[src/rtl/mem_arbiter.sv]
// Two-port round-robin arbiter in front of the single mem_cntrl request port.
// Latches the winning command, sequences the rdy/cplt handshake and guards it with a watchdog.
module mem_arbiter #(
    parameter int unsigned ADDR_WIDTH     = 16,
    parameter int unsigned DATA_WIDTH     = 16,
    parameter int unsigned TIMEOUT_CYCLES = 1024
) (
    input  logic                  clk,
    input  logic                  rst_n,
    input  logic [ADDR_WIDTH-1:0] r0_addr,
    input  logic [DATA_WIDTH-1:0] r0_wdata,
    input  logic                  r0_r_en,
    input  logic                  r0_w_en,
    output logic                  r0_cplt,
    output logic [DATA_WIDTH-1:0] r0_rdata,
    output logic                  r0_err,
    input  logic [ADDR_WIDTH-1:0] r1_addr,
    input  logic [DATA_WIDTH-1:0] r1_wdata,
    input  logic                  r1_r_en,
    input  logic                  r1_w_en,
    output logic                  r1_cplt,
    output logic [DATA_WIDTH-1:0] r1_rdata,
    output logic                  r1_err,
    output logic [ADDR_WIDTH-1:0] mem_addr,
    output logic [DATA_WIDTH-1:0] mem_data_in,
    output logic                  mem_r_en,
    output logic                  mem_w_en,
    input  logic                  mem_rdy,
    input  logic                  mem_cplt,
    input  logic [DATA_WIDTH-1:0] mem_data_out,
    output logic                  busy,
    output logic                  grant_id
);

    localparam int unsigned WD_W = $clog2(TIMEOUT_CYCLES + 1);

    typedef enum logic [1:0] {IDLE, ISSUE, WAIT, DONE} state_t;

    state_t                state, state_nxt;
    logic                  last_grant, last_grant_nxt;
    logic                  is_read, is_read_nxt;
    logic [WD_W-1:0]       wd_cnt, wd_nxt;
    logic [ADDR_WIDTH-1:0] addr_nxt;
    logic [DATA_WIDTH-1:0] data_nxt;
    logic                  r_en_nxt, w_en_nxt, grant_nxt, busy_nxt;
    logic                  cplt0_nxt, cplt1_nxt, err0_nxt, err1_nxt;
    logic [DATA_WIDTH-1:0] rdata0_nxt, rdata1_nxt;
    logic                  req0, req1, sel1, sel_read, wd_hit;
    logic                  fin, fin_err;
    logic [DATA_WIDTH-1:0] fin_data;

    assign req0     = r0_r_en | r0_w_en;
    assign req1     = r1_r_en | r1_w_en;
    // r1 wins when alone, or on a tie when r0 was served last
    assign sel1     = req1 & (~req0 | ~last_grant);
    assign sel_read = sel1 ? r1_r_en : r0_r_en;
    assign wd_hit   = (wd_cnt >= WD_W'(TIMEOUT_CYCLES - 1));

    always_ff @(posedge clk or negedge rst_n) begin
        if (!rst_n) begin
            state       <= IDLE;
            last_grant  <= 1'b1;
            is_read     <= 1'b0;
            wd_cnt      <= '0;
            mem_addr    <= '0;
            mem_data_in <= '0;
            mem_r_en    <= 1'b0;
            mem_w_en    <= 1'b0;
            grant_id    <= 1'b0;
            busy        <= 1'b0;
            r0_cplt     <= 1'b0;
            r1_cplt     <= 1'b0;
            r0_err      <= 1'b0;
            r1_err      <= 1'b0;
            r0_rdata    <= '0;
            r1_rdata    <= '0;
        end else begin
            state       <= state_nxt;
            last_grant  <= last_grant_nxt;
            is_read     <= is_read_nxt;
            wd_cnt      <= wd_nxt;
            mem_addr    <= addr_nxt;
            mem_data_in <= data_nxt;
            mem_r_en    <= r_en_nxt;
            mem_w_en    <= w_en_nxt;
            grant_id    <= grant_nxt;
            busy        <= busy_nxt;
            r0_cplt     <= cplt0_nxt;
            r1_cplt     <= cplt1_nxt;
            r0_err      <= err0_nxt;
            r1_err      <= err1_nxt;
            r0_rdata    <= rdata0_nxt;
            r1_rdata    <= rdata1_nxt;
        end
    end

    always_comb begin
        state_nxt      = state;
        last_grant_nxt = last_grant;
        is_read_nxt    = is_read;
        wd_nxt         = wd_cnt;
        addr_nxt       = mem_addr;
        data_nxt       = mem_data_in;
        r_en_nxt       = mem_r_en;
        w_en_nxt       = mem_w_en;
        grant_nxt      = grant_id;
        cplt0_nxt      = 1'b0;
        cplt1_nxt      = 1'b0;
        err0_nxt       = 1'b0;
        err1_nxt       = 1'b0;
        rdata0_nxt     = '0;
        rdata1_nxt     = '0;
        fin            = 1'b0;
        fin_err        = 1'b0;
        fin_data       = '0;

        case (state)
            IDLE: begin
                if (req0 | req1) begin
                    grant_nxt      = sel1;
                    last_grant_nxt = sel1;
                    addr_nxt       = sel1 ? r1_addr : r0_addr;
                    data_nxt       = sel1 ? r1_wdata : r0_wdata;
                    is_read_nxt    = sel_read;
                    r_en_nxt       = sel_read;
                    w_en_nxt       = ~sel_read;
                    wd_nxt         = '0;
                    state_nxt      = ISSUE;
                end
            end
            ISSUE: begin
                wd_nxt = wd_cnt + WD_W'(1);
                if (wd_hit) begin
                    r_en_nxt  = 1'b0;
                    w_en_nxt  = 1'b0;
                    fin       = 1'b1;
                    fin_err   = 1'b1;
                    state_nxt = DONE;
                end else if (mem_rdy) begin
                    r_en_nxt  = 1'b0;
                    w_en_nxt  = 1'b0;
                    state_nxt = WAIT;
                end
            end
            WAIT: begin
                wd_nxt = wd_cnt + WD_W'(1);
                // real completion beats a coincident timeout
                if (mem_cplt) begin
                    fin       = 1'b1;
                    fin_data  = is_read ? mem_data_out : '0;
                    state_nxt = DONE;
                end else if (wd_hit) begin
                    fin       = 1'b1;
                    fin_err   = 1'b1;
                    state_nxt = DONE;
                end
            end
            DONE: begin
                state_nxt = IDLE;
            end
            default: begin
                state_nxt = IDLE;
            end
        endcase

        if (fin) begin
            if (grant_id) begin
                cplt1_nxt  = 1'b1;
                err1_nxt   = fin_err;
                rdata1_nxt = fin_data;
            end else begin
                cplt0_nxt  = 1'b1;
                err0_nxt   = fin_err;
                rdata0_nxt = fin_data;
            end
        end

        busy_nxt = (state_nxt != IDLE);
    end

endmodule
[config.mk]
export PLATFORM = sky130hd
export DESIGN_NAME = mem_arbiter
export DESIGN_NICKNAME = d
export VERILOG_FILES = /design/src/rtl/mem_arbiter.sv
export SDC_FILE = /design/constraint.sdc
export NUM_CORES = 1
export LEC_CHECK = 0
export ABC_AREA = 1
export CORE_MARGIN = 5
export CORE_UTILIZATION = 40
export CTS_CLUSTER_SIZE = 20
export DETAILED_ROUTE_END_ITERATION = 10
export GPL_TIMING_DRIVEN = 0
export PLACE_DENSITY = 0.86
export SYNTH_ARGS = -nofsm -noshare
export SYNTH_HDL_FRONTEND = slang
export SYNTH_SLANG_ARGS = --single-unit
export TNS_END_PERCENT = 30
[constraint.sdc]
create_clock -name clk -period 1.8 [get_ports clk]
set_clock_uncertainty 0.1 [all_clocks]
set_input_delay 0.36 -clock clk [delete_from_list [all_inputs] [get_ports clk]]
set_output_delay 0.36 -clock clk [all_outputs]
set_load 0.005 [all_outputs]
==> out/qor.yml, run 1 <==
crit_type: "reg -> reg"
globalplace.congestion: 0.850
tightestPinTransition_ns: 0.526
dr.pass1.iters: 5
cts.htree.levels: 3
grt_pass1_wl_um: 19800
dp_hpwl_um: 9300
synth_top_area_cell: "dfrtp_1"
cts_root_buf: "clkbuf_8"
n_antenna_cell: 0
hold_viol: 0
max-vdd-ir-drop_v: 0.000760
synth.avg_cell_area_um2: 8.83
final_nets: 749
yosys_warnings: 0
die_h_um: 113
seqCellArea_um2: 2180
dr_total_vias: 4000
dp_cells: 773
rows: 37
start_util_pct: 41.0
drtIter0Drc: 294
max_slew_margin_pct: 65.0
netlist_top_cells_area: "dfrtp_1 51%, nand2_1 9.3%, nor2_4 8.6%"
ant_nets: 0
drc: 0
finalCritPeriodShare_pct: 98.3
fillers: 795
status: "finished clean"
endpoint_kind: "flop"
crit_chain: "inv_2 -> ha_2 -> nand3_4 -> buf_4 -> nor2_1 -> nand2_1 -> nor2_4"
multi_input_area_um2: 1810
grt_pass1_vias: 3952
grt_overflow: 0
cts_tree: "done"
layout_min_cycle_time_ns: 1.77
ys_ff_latch: 87
synth_top_area_share_pct: 51.1
cpMaxStageDelayCell: "dfrtp_1"
syn_area_um2: 4210
syn_to_final_growth_pct: 52.5
max_stage_delay_ns: 0.45
cp.required_ns: 2.00
layoutNonFillerInstCount: 797
max_freq_mhz: 565
total_power_uw: 8480
worstSetupStartpointType: "flop"
via_per_inst: 5.02
core-area_um2: 10300
wire_per_inst_um: 16.1
clk_pin_slew_ns: 0.09
seq_area_frac_synth_pct: 51.7
finalSetupViolations: 0
grt_setup_unrepaired: "yes"
dieArea_um2: 12700
die_width_um: 113
drive_above_1_share_pct: 14.7
numCtsBuffers: 9
wirelength_um: 12900
final_max_slew_viol_count: 0
path_max_fanout: 10
clk_path_buf_depth: 2
track_usage_pct: 19.4
synthCells: 477
mostFrequentLayoutCells: "157 x clkdlybuf4s50_1, 104 x nand2_1, 86 x dfrtp_1"
hold_class: "reg -> reg"
ioPinCount: 160
synth_fp_nets: 570
clock_sinks: 87
synth_cell_types: 31
final_common_cell: "clkdlybuf4s50_1"
p_leak_uw: 0.00274
tns_ns: 0
clock_latency_ns: 0.36
setup_ws_ns: 0.0311
io_buffers: 159
cp.arrival_ns: 1.97
dpl_worst_slack_ns: -0.383
antenna_found_initial: 0
powerDensity_nw_per_um2: 1320
max_cap_violations: 0
final_util_pct: 62.5
grt_max_degree: 52
## critical path: cells and delay by family (launching register included)
kind | cells | cell delay [ns]
buffers and inverters | 2 | 0.36
flip-flops | 1 | 0.45
adder cells (fa/ha/maj) | 1 | 0.28
AND/OR/NAND/NOR | 4 | 0.53
## cell type report
class	instances	area share, %
plain buffers	22	2.96
clock buffers	12	2.10
clock inverters	4	1.23
inverters	43	2.51
multi-input cells	325	28.2
flip-flops and latches	87	33.9
well taps	136	2.65
repair buffers	168	26.5
## Yosys cell counts (all sizes together)
cell / count
a21oi: 70
a22oi: 1
buf: 15
clkbuf: 7
clkinv: 1
dfrtp: 86
dfstp: 1
ha: 5
inv: 42
mux2: 1
nand2: 108
nand3: 11
nand4: 10
nor2: 99
nor3: 2
o21ai: 16
o31ai: 1
xor2: 1
## stage by stage
step           area [um2]  hold slack, ns
2_1_floorplan        4210         -0.0356
3_3_place_gp         5970           0.357
3_5_place_dp         6000           0.268
4_1_cts              6290           0.375
5_1_grt              6420           0.398
6_report             6420           0.382
## worst paths after layout
check                            from            to  slack, ns  depth (start not counted)
hold reg to reg            last_grant    last_grant       0.38                          2
hold / removal             last_grant    last_grant       0.38                          2
min in group asynchronous       rst_n   r0_rdata[3]       0.40                          2
setup / recovery             state[0]  r0_rdata[11]       0.03                          7
max in group asynchronous       rst_n    last_grant       0.55                          3
setup reg to reg             state[0]  r0_rdata[11]       0.03                          7
## kinds of logic (layout without fill, tap and decap cells)
logic type | after synthesis | in the layout | synth area share, %
AOI/OAI and AO/OA | 88 | 88 | 10.7
xor gates and xnor gates | 1 | 1 | 0.208
adders and majority gates | 5 | 5 | 1.49
buffers and inverters | 65 | 249 | 7.46
DFF | 87 | 87 | 51.7
muxes | 1 | 1 | 0.267
and+or+nand+nor | 230 | 230 | 28.2
## where the power goes
| part | total, uW | internal, uW | switching, uW | leakage [uW] |
|---|---|---|---|---|
| registers | 2790 | 2480 | 316 | 0.00111 |
| clock network | 1520 | 795 | 729 | 0.000103 |
| logic | 4160 | 1900 | 2260 | 0.00153 |
## layer usage
layer | up-vias | global-route usage (%) | wire, um
li1 | 1867 | - | -
met1 | 1952 | 21.6 | 4740
met2 | 140 | 35.0 | 6860
met3 | 41 | 4.80 | 731
met4 | 0 | 8.57 | 537
met5 | - | 0 | 0
## registers in the layout, summed over array words and instances, names as in the netlist
signal / count
busy: 1
grant_id: 1
is_read: 1
last_grant: 1
mem_addr: 16
mem_data_in: 16
mem_r_en: 1
mem_w_en: 1
r0_cplt: 1
r0_err: 1
r0_rdata: 16
r1_cplt: 1
r1_err: 1
r1_rdata: 16
state: 2
wd_cnt: 11
## timing repair
item                                    4_1_cts  5_1_grt
buffers inserted                              2        4
hold buffers                                  1        0
pin swaps                                     0        3
hold endpoints to repair                     36        0
gates resized for setup                      19       22
endpoints found under the setup margin       70       75
gates cloned                                  0        1
Power figures use the tool's default switching activity.
==> run 2, diff against run 1 <==
--- a/config.mk
+++ b/config.mk
@@ -12,6 +12,7 @@
 export DETAILED_ROUTE_END_ITERATION = 10
 export GPL_TIMING_DRIVEN = 0
 export PLACE_DENSITY = 0.86
+export SKIP_LAST_GASP = 1
 export SYNTH_ARGS = -nofsm -noshare
 export SYNTH_HDL_FRONTEND = slang
 export SYNTH_SLANG_ARGS = --single-unit
==> run 2 against run 1 <==
Net effect: first-iteration DRC count decreased by 17%; register-to-register slack better by 0.04 ns; wire length is 3.8% lower; setup slack improved by 0.030 ns; non-clock buffer count fell by 4.
==> out/qor.yml, run 2 (synthesis gave the netlist of run 1 again) <==
n_antenna_cell: 0  # unchanged
max_stage_delay_ns: 0.55  # +0.10 ns
multi_input_area_um2: 1780  # -1.6%
hold_class: "reg -> reg"
final_util_pct: 61.7  # -0.78 points
via_per_inst: 4.95  # -1.4%
grt_max_degree: 52  # unchanged
layout_min_cycle_time_ns: 1.74  # -0.0304 ns
max_cap_violations: 0  # unchanged
switchingPower_uw: 3220  # -2.7%
worstSetupStartpointType: "flop"
endpoint_kind: "output pin"
drtIter0Drc: 245  # -17%
start_util_pct: 41.0  # unchanged
syn_to_final_growth_pct: 50.6
hold_viol: 0  # unchanged
final_nets: 745  # -0.53%
grt_setup_unrepaired: "yes"
cp.required_ns: 1.34  # -0.66 ns
grt_pass1_vias: 3932  # -0.51%
mostFrequentLayoutCells: "158 x clkdlybuf4s50_1, 104 x nand2_1, 86 x dfrtp_1"
status: "finished clean"
wirelength_um: 12400  # -3.8%
path_max_fanout: 2  # -8
dp_cells: 773  # unchanged
crit_type: "reg -> out"
rows: 37  # unchanged
tightestPinTransition_ns: 0.535  # +0.00947 ns
seqCellArea_um2: 2180  # unchanged
top_layer: "met4"
drive_above_1_share_pct: 14.2  # -0.52 points
cts_tree: "done"
track_usage_pct: 19.3  # -0.15 points
finalSetupViolations: 0  # unchanged
dp_hpwl_um: 9300  # unchanged
ant_nets: 0  # unchanged
internal_power_uw: 5130  # -0.88%
p_leak_uw: 0.00269  # -2.0%
cpMaxStageDelayCell: "clkdlybuf4s50_1"
wire_per_inst_um: 15.6  # -3.3%
cts_root_buf: "clkbuf_8"
cp.arrival_ns: 1.28  # -0.69 ns
total_power_uw: 8340  # -1.6%
path_delay_family: "buffers and inverters"
clkPwrFrac_pct: 18.1  # about the same
wl_met3_um: 676  # -7.5%
met2_length_um: 6610  # -3.7%
clock_sinks: 87  # unchanged
dr.pass1.iters: 4  # -1
die_h_um: 113  # unchanged
dr_total_vias: 3926  # -1.8%
core-area_um2: 10300  # unchanged
antenna_found_initial: 0  # unchanged
tns_ns: 0  # unchanged
drc: 0  # unchanged
max_slew_margin_pct: 64.3  # -0.63 points
final_common_cell: "clkdlybuf4s50_1"
layoutNonFillerInstCount: 793  # -0.50%
die_width_um: 113  # unchanged
grt_pass1_wl_um: 19700  # -0.41%
final_max_slew_viol_count: 0  # unchanged
p_sw_share_pct: 38.5  # -0.44 points
cts.htree.levels: 3  # unchanged
max_freq_mhz: 575  # +1.8%
fillers: 810  # +1.9%
clk_pin_slew_ns: 0.09  # about the same
numCtsBuffers: 9  # unchanged
dieArea_um2: 12700  # unchanged
ioPinCount: 160  # unchanged
combPwrFrac_pct: 48.6  # -0.5 points
seqPwrFrac_pct: 33.3  # +0.4 points
powerDensity_nw_per_um2: 1320  # -0.35%
crit_chain: "clkdlybuf4s50_1"
clock_latency_ns: 0.36  # about the same
max-vdd-ir-drop_v: 0.000647  # -15%
clk_path_buf_depth: 2  # unchanged
m1WireLength_um: 4580  # -3.3%
finalCritPeriodShare_pct: 96.6  # -1.7 points
globalplace.congestion: 0.850  # unchanged
crit_buf_inv: 1  # -1
grt_overflow: 0  # unchanged
io_buffers: 159  # unchanged
[run 2: cell count changes in the layout (fill, tap and decap cells not counted), sizes merged]
cell | before | now
buf | 25 | 21
dlymetal6s2s | 1 | 0
clkdlybuf4s50 | 157 | 158
[run 2: routing by layer]
metal  vias to the layer above  track usage (%)
li1                       1859                -
met1                      1888             21.5
met4                         0             9.70
met2                       139             34.8
met3                        40             3.72
met5                         -                0
[run 2: through the flow]
step	area [um2]	hold WS [ns]	worst slack, ns
after detailed placement	6000	0.268	-0.383
after global routing	6340	0.398	-0.0327
after floorplan	4210	-0.0356	0.0791
final	6340	0.378	0.0615
after global placement	5970	0.357	-2.76
after CTS	6280	0.375	-0.0296
[run 2: final timing paths]
check	start	endpoint	slack (ns)	cells past startpoint
worst min register to register	last_grant	last_grant	0.38	2
max in group asynchronous	rst_n	last_grant	0.54	3
min in group asynchronous	rst_n	r0_rdata[3]	0.40	2
worst max-delay path	mem_addr[3]	mem_addr[3]	0.06	1
worst min-delay path	last_grant	last_grant	0.38	2
worst max register to register	wd_cnt[1]	r0_rdata[0]	0.07	10
[run 2: area by class of cell]
class / instances / area share, %
tap: 136 / 2.68
multi-input combinational: 325 / 28.1
timing repair buffer: 164 / 26.0
inverter: 43 / 2.58
buffer: 22 / 2.94
clock inverter: 4 / 1.24
clock buffer: 12 / 2.13
sequential: 87 / 34.3
[run 2: what timing repair did]
item	CTS	global route
setup endpoints to repair	70	77
gates resized for setup	16	19
hold buffers	1	0
setup buffers	2	1
pin swaps	0	2
hold endpoints to repair	36	0
gates cloned	0	0
[run 2: power groups by stage]
stage	clock, uW	sequential (uW)	combinational, uW
after floorplan	0	2800	2070
after global placement	0	2780	3640
after detailed placement	0	2810	3790
after CTS	1520	2760	3940
after global routing	1640	2840	4470
final	1510	2780	4050
[run 2: worst min-delay path, stage by stage, from the launching register on]
cell	delay, ns
dfstp_2	0.38
nand2_1	0.05
nand2_1	0.05
